<file path="src/rtl/pipeline_stage_elastic.sv">
// Elastic valid/ready pipeline stage with a DEPTH-entry circular buffer.
// in_ready comes only from registered occupancy, so back-pressure never forms a
// combinational path from out_ready to in_ready. An entry can be stored as a
// no-op (nullify), and the whole stage can be flushed.
module pipeline_stage_elastic #(
  parameter int WIDTH = 64,
  parameter int CTRL_WIDTH = 16,
  parameter int DEPTH = 2,
  parameter logic [CTRL_WIDTH-1:0] NULL_CTRL = '0,
  parameter bit CLEAR_PAYLOAD = 1'b1,
  localparam int CNT_W = $clog2(DEPTH + 1)
) (
  input  logic             clk,
  input  logic             reset,
  input  logic             in_valid,
  output logic             in_ready,
  input  logic [WIDTH-1:0] in_data,
  input  logic             nullify,
  input  logic             flush,
  output logic             out_valid,
  input  logic             out_ready,
  output logic [WIDTH-1:0] out_data,
  output logic [CNT_W-1:0] count
);

  localparam int PTR_W = (DEPTH > 1) ? $clog2(DEPTH) : 1;
  localparam int PL_W  = WIDTH - CTRL_WIDTH;
  localparam logic [WIDTH-1:0] NULL_ENTRY = {{PL_W{1'b0}}, NULL_CTRL};
  localparam logic [PTR_W-1:0] PTR_LAST   = PTR_W'(DEPTH - 1);
  localparam logic [CNT_W-1:0] CNT_FULL   = CNT_W'(DEPTH);

  logic [WIDTH-1:0] mem_q [DEPTH];
  logic [WIDTH-1:0] mem_d [DEPTH];
  logic [PTR_W-1:0] rd_ptr_q, rd_ptr_d;
  logic [PTR_W-1:0] wr_ptr_q, wr_ptr_d;
  logic [CNT_W-1:0] count_q, count_d;

  logic             push;
  logic             pop;
  logic [PL_W-1:0]  store_payload;
  logic [WIDTH-1:0] store_entry;

  // Pointers wrap at DEPTH-1, so DEPTH need not be a power of two.
  function automatic logic [PTR_W-1:0] ptr_inc(input logic [PTR_W-1:0] p);
    return (p == PTR_LAST) ? '0 : p + PTR_W'(1);
  endfunction

  assign in_ready  = (count_q < CNT_FULL);
  assign out_valid = (count_q != '0);
  assign count     = count_q;
  // An empty stage shows the no-op entry rather than whatever the slot last held.
  assign out_data  = out_valid ? mem_q[rd_ptr_q] : NULL_ENTRY;

  // Handshakes; flush suppresses both so nothing moves in a flush cycle.
  assign push = in_valid & in_ready & ~flush;
  assign pop  = out_valid & out_ready & ~flush;

  // Form the entry to store: nullify replaces control and optionally clears payload.
  always_comb begin
    store_payload = in_data[WIDTH-1:CTRL_WIDTH];
    if (nullify && CLEAR_PAYLOAD) store_payload = '0;
    store_entry = {store_payload, nullify ? NULL_CTRL : in_data[CTRL_WIDTH-1:0]};
  end

  // Next-state for buffer, pointers and occupancy.
  always_comb begin
    mem_d    = mem_q;
    rd_ptr_d = rd_ptr_q;
    wr_ptr_d = wr_ptr_q;
    count_d  = count_q;
    if (flush) begin
      rd_ptr_d = '0;
      wr_ptr_d = '0;
      count_d  = '0;
    end else begin
      if (push) begin
        mem_d[wr_ptr_q] = store_entry;
        wr_ptr_d        = ptr_inc(wr_ptr_q);
      end
      if (pop) rd_ptr_d = ptr_inc(rd_ptr_q);
      case ({push, pop})
        2'b10:   count_d = count_q + CNT_W'(1);
        2'b01:   count_d = count_q - CNT_W'(1);
        default: count_d = count_q;
      endcase
    end
  end

  // State registers; reset loads every slot with the no-op entry.
  always_ff @(posedge clk or posedge reset) begin
    if (reset) begin
      for (int i = 0; i < DEPTH; i++) mem_q[i] <= NULL_ENTRY;
      rd_ptr_q <= '0;
      wr_ptr_q <= '0;
      count_q  <= '0;
    end else begin
      mem_q    <= mem_d;
      rd_ptr_q <= rd_ptr_d;
      wr_ptr_q <= wr_ptr_d;
      count_q  <= count_d;
    end
  end

endmodule

</file>
<file path="config.mk">
export PLATFORM = sky130hd
export DESIGN_NAME = pipeline_stage_elastic
export DESIGN_NICKNAME = d
export VERILOG_FILES = /design/src/rtl/pipeline_stage_elastic.sv
export SDC_FILE = /design/constraint.sdc
export NUM_CORES = 1
export LEC_CHECK = 0
export BUFFER_PORTS_ARGS = -buffer_cell sky130_fd_sc_hd__buf_2
export CAP_MARGIN = 20
export CORE_ASPECT_RATIO = 1.75
export CORE_MARGIN = 8
export CORE_UTILIZATION = 59
export DETAILED_ROUTE_END_ITERATION = 16
export PLACE_DENSITY = 0.86
export SETUP_SLACK_MARGIN = 0.02
export SLEW_MARGIN = 15
export SYNTH_ARGS = -nofsm -noshare
export SYNTH_HDL_FRONTEND = slang
export SYNTH_SLANG_ARGS = --single-unit
</file>
<file path="constraint.sdc">
create_clock -name clk -period 11.55 [get_ports clk]
set_input_delay 2.31 -clock clk [delete_from_list [all_inputs] [get_ports clk]]
set_output_delay 2.31 -clock clk [all_outputs]
set_load 0.02 [all_outputs]
</file>
==> results by group <==
Clocking
  • H-tree levels: 4
  • CTS tree: built
  • Skew-Pair Late Insertion Delay: ~0.4 ns
  • PostCTS Resize Cnt: 0
  • CTS buffer count: 17
  • Setup bufs post-CTS: 0
  • # hold bufs at CTS: 0
  • Clock root cell: clkbuf_16
  • Clk sink count: roughly 130
  • Clk slew on worst S/H paths: about 0.060 ns
  • Clk buf depth: 2

Synth
  • Yosys Warn Count: 0
  • Avg Cell Area, Syn: approximately 9.8 µm²
  • Largest cells by area after synthesis: dfrtp_1, mux2i_1, o21ai_2
  • Mapped Area: between 6000 and 7000 µm²
  • Cell taking the most area after synthesis: dfrtp_1
  • Seq/Total Area, Yosys: 51.94%
  • Syn nets: between 700 and 800
  • Synthesized flop and latch total: between 100 and 150
  • Syn Inst Count: 650
  • Post-synth cell types: 23
  • Share of the synthesized area in the top cell type: a little over 50%

Setup path
  • Crit path max fanout: 38
  • WP data required: a little over 9 ns
  • CP Capture Type: output pin
  • Slowest cell on crit path: nor2_4
  • Slowest stage delay, CP: between 0.5 and 0.6 ns
  • Reg-to-reg slack, setup: around 9.0 ns
  • Worst Reg-to-Reg Cells: 4
  • R2R Path End: mem_q[100]$_DFFE_PP0P_
  • Worst path bufs/invs: 2
  • Crit path max-delay family: simple AND/OR/NAND/NOR gates
  • Critical-path cell list: nor2_4 > buf_4 > nor2_1 > buf_2
  • Startpoint Class: register
  • Crit path DAT: 2.40 ns
  • Critical R2R Launch: count[1]$_DFFE_PP0P_
  • Worst setup path class: register to output pin

Layout
  • Count of non-filler cells in the finished layout: a little over 900
  • Layout cells sized above 1: a little under a third
  • Commonest non-fill, non-tap cell in the layout: buf_2
  • Most frequent cells in the layout: buf_2, dfrtp_1, nand2_1
  • Layout Nets: between 800 and 900
  • Layout area overhead: 20.09%
  • Inserted Diodes: 0

Floorplan
  • Die footprint: about 14000 µm²
  • Initial core utilization: between 50% and 60%
  • Row Count: 50
  • # IOs: ~140
  • Die height: 153.3 µm
  • Core Footprint: 10640 µm²
  • Die X: 94.49 µm

Global routing
  • GRT Overall Usage: between 20% and 30%
  • GRT met3 Usage: roughly 5.3%
  • Grt peak-use layer: met2
  • Total gr overflow: 0
  • First-pass GRT wire length: ~25000 µm
  • Vias in the first global route: about 5200
  • Initial antenna violation count: 0
  • Largest net degree at the start of global routing: 81
  • GR Layer Usage met2: ~37%
  • Met1 Use GR: 24.30%

Routing
  • ANT nets after route: 0
  • 1st-pass router iterations: 5
  • Routed WL: about 15000 µm
  • Drt drc: 0
  • Vias per cell: 5.415
  • Routed vias: 4901
  • Iter 0 DRT Violations: 199
  • Wirelength per Cell: around 17 µm

Placement
  • I/O Buffers: 137
  • Post-Place Cells: ~870
  • Gpl congestion: 0.7758
  • Post-DP HPWL: around 9700 µm

Min path
  • Tightest Hold Check Type: register to register
  • WHS Path Cells: 2
  • Worst hold endpoint: mem_q[97]$_DFFE_PP0P_
  • Hold Crit Start: mem_q[97]$_DFFE_PP0P_

STA
  • Hold Violations, Final: 0
  • Max transition margin: about 34%
  • Skew final: 0.007322 ns
  • Final Cycle Share: 40.80%
  • Min Clock Period, post-route: between 4 and 5 ns
  • Slew Limit Fails: 0
  • Final setup TNS: 0 ns
  • # setup viols final: 0
  • Unrepaired setup endpoints after global routing: false
  • Worst slew pin tran: between 0.9 and 1 ns
  • Max Clk Rate: between 200 and 250 MHz

Power
  • Lkg Pwr: ~3.6 nW
  • Power Density: around 180 nW/µm²
  • Maximum vdd drop: 0.1212 mV

Job
  • Max cap viols: 0

Run status
  • Status: finished, final reports clean
==> cell usage after synthesis <==
library cell    n
buf_2          11
dfrtp_1       132
a21oi_1         1
nor3b_1         1
nand3_1         1
xor2_1          2
o21ai_2        60
nand2b_1       65
buf_1           2
nand4bb_1       1
o21ai_1         4
o21ai_0        66
buf_4           1
nor2_1         68
inv_1           4
xnor2_1         1
mux2i_1        64
nand2_1       128
a221oi_1        1
or4b_4          1
clkbuf_1       22
buf_6          13
nor2b_1         1
==> layout make-up <==
cell class / instances / area, µm²
timing repair buffer: 142 / 743.2
multi-input combinational: 465 / 2766
fill: 791 / 2998
tap: 130 / 162.7
clock inverter: 14 / 201.4
clock buffer: 18 / 439.2
sequential: 132 / 3307
inverter: 4 / 17.52
==> sequential cells by signal, summed over array words and instances (netlist names) <==
| register | flops |
|---|---|
| count | 2 |
| rd_ptr_q | 1 |
| mem_q | 128 |
| wr_ptr_q | 1 |
==> routing by layer <==
metal  wire length [µm]  share of wire [%]
met4                477                3.2
met5                  0                  0
met1               5712                 38
met2               8007                 54
met3                740                5.0
==> worst max path at each step <==
stage	start	end	slack [ns]	cells past startpoint
2_1_floorplan	reset	count[0]$_DFFE_PP0P_	5.71	1
3_3_place_gp	in_valid	mem_q[103]$_DFFE_PP0P_	7.28	5
3_5_place_dp	in_valid	mem_q[105]$_DFFE_PP0P_	7.16	5
4_1_cts	count[1]$_DFFE_PP0P_	out_data[53]	6.83	4
5_1_grt	count[1]$_DFFE_PP0P_	out_data[53]	6.75	4
6_report	count[1]$_DFFE_PP0P_	out_data[61]	6.84	4
==> worst register-to-register path, delay by kind of cell (launching register included) <==
kind | cells | cell delay (ns)
compound gates | 1 | 0.11
buf+inv | 1 | 0.88
flops | 1 | 0.58
simple gates | 2 | 0.88
==> report_power, final <==
| group | internal [mW] | leakage [nW] | switching, mW |
|---|---|---|---|
| sequential | 0.548 | 1.73 | 0.0496 |
| combinational | 0.0920 | 1.59 | 0.143 |
| clock | 0.369 | 0.296 | 0.208 |
| total | 1.01 | 3.61 | 0.401 |
==> cell families (layout without fill, tap and decap cells) <==
family	after synthesis	after routing	synth area share (%)
XOR/XNOR	3	3	0.4132
buffers and inverters	53	178	4.938
AO/OA/AOI/OAI	132	132	13.99
flip-flops	132	132	51.94
multiplexers	64	64	10.07
AND/OR/NAND/NOR	266	266	18.65
==> metrics by stage <==
| stage | worst slack, ns | util (%) | cell area (µm²) | power [mW] | hold slack, ns |
|---|---|---|---|---|---|
| floorplan | 5.714 | - | 6360 | 0.7713 | 0.4496 |
| global placement | 7.276 | 65.53 | 6969 | 0.8205 | 0.4586 |
| detailed placement | 7.163 | 65.53 | 6969 | 0.8392 | 0.4648 |
| CTS | 6.825 | 71.55 | 7610 | 1.419 | 0.4779 |
| global route | 6.749 | 71.81 | 7637 | 1.480 | 0.4971 |
| finish | 6.838 | 71.81 | 7637 | 1.411 | 0.4771 |
Note: power is estimated with default switching activity, not from simulation.
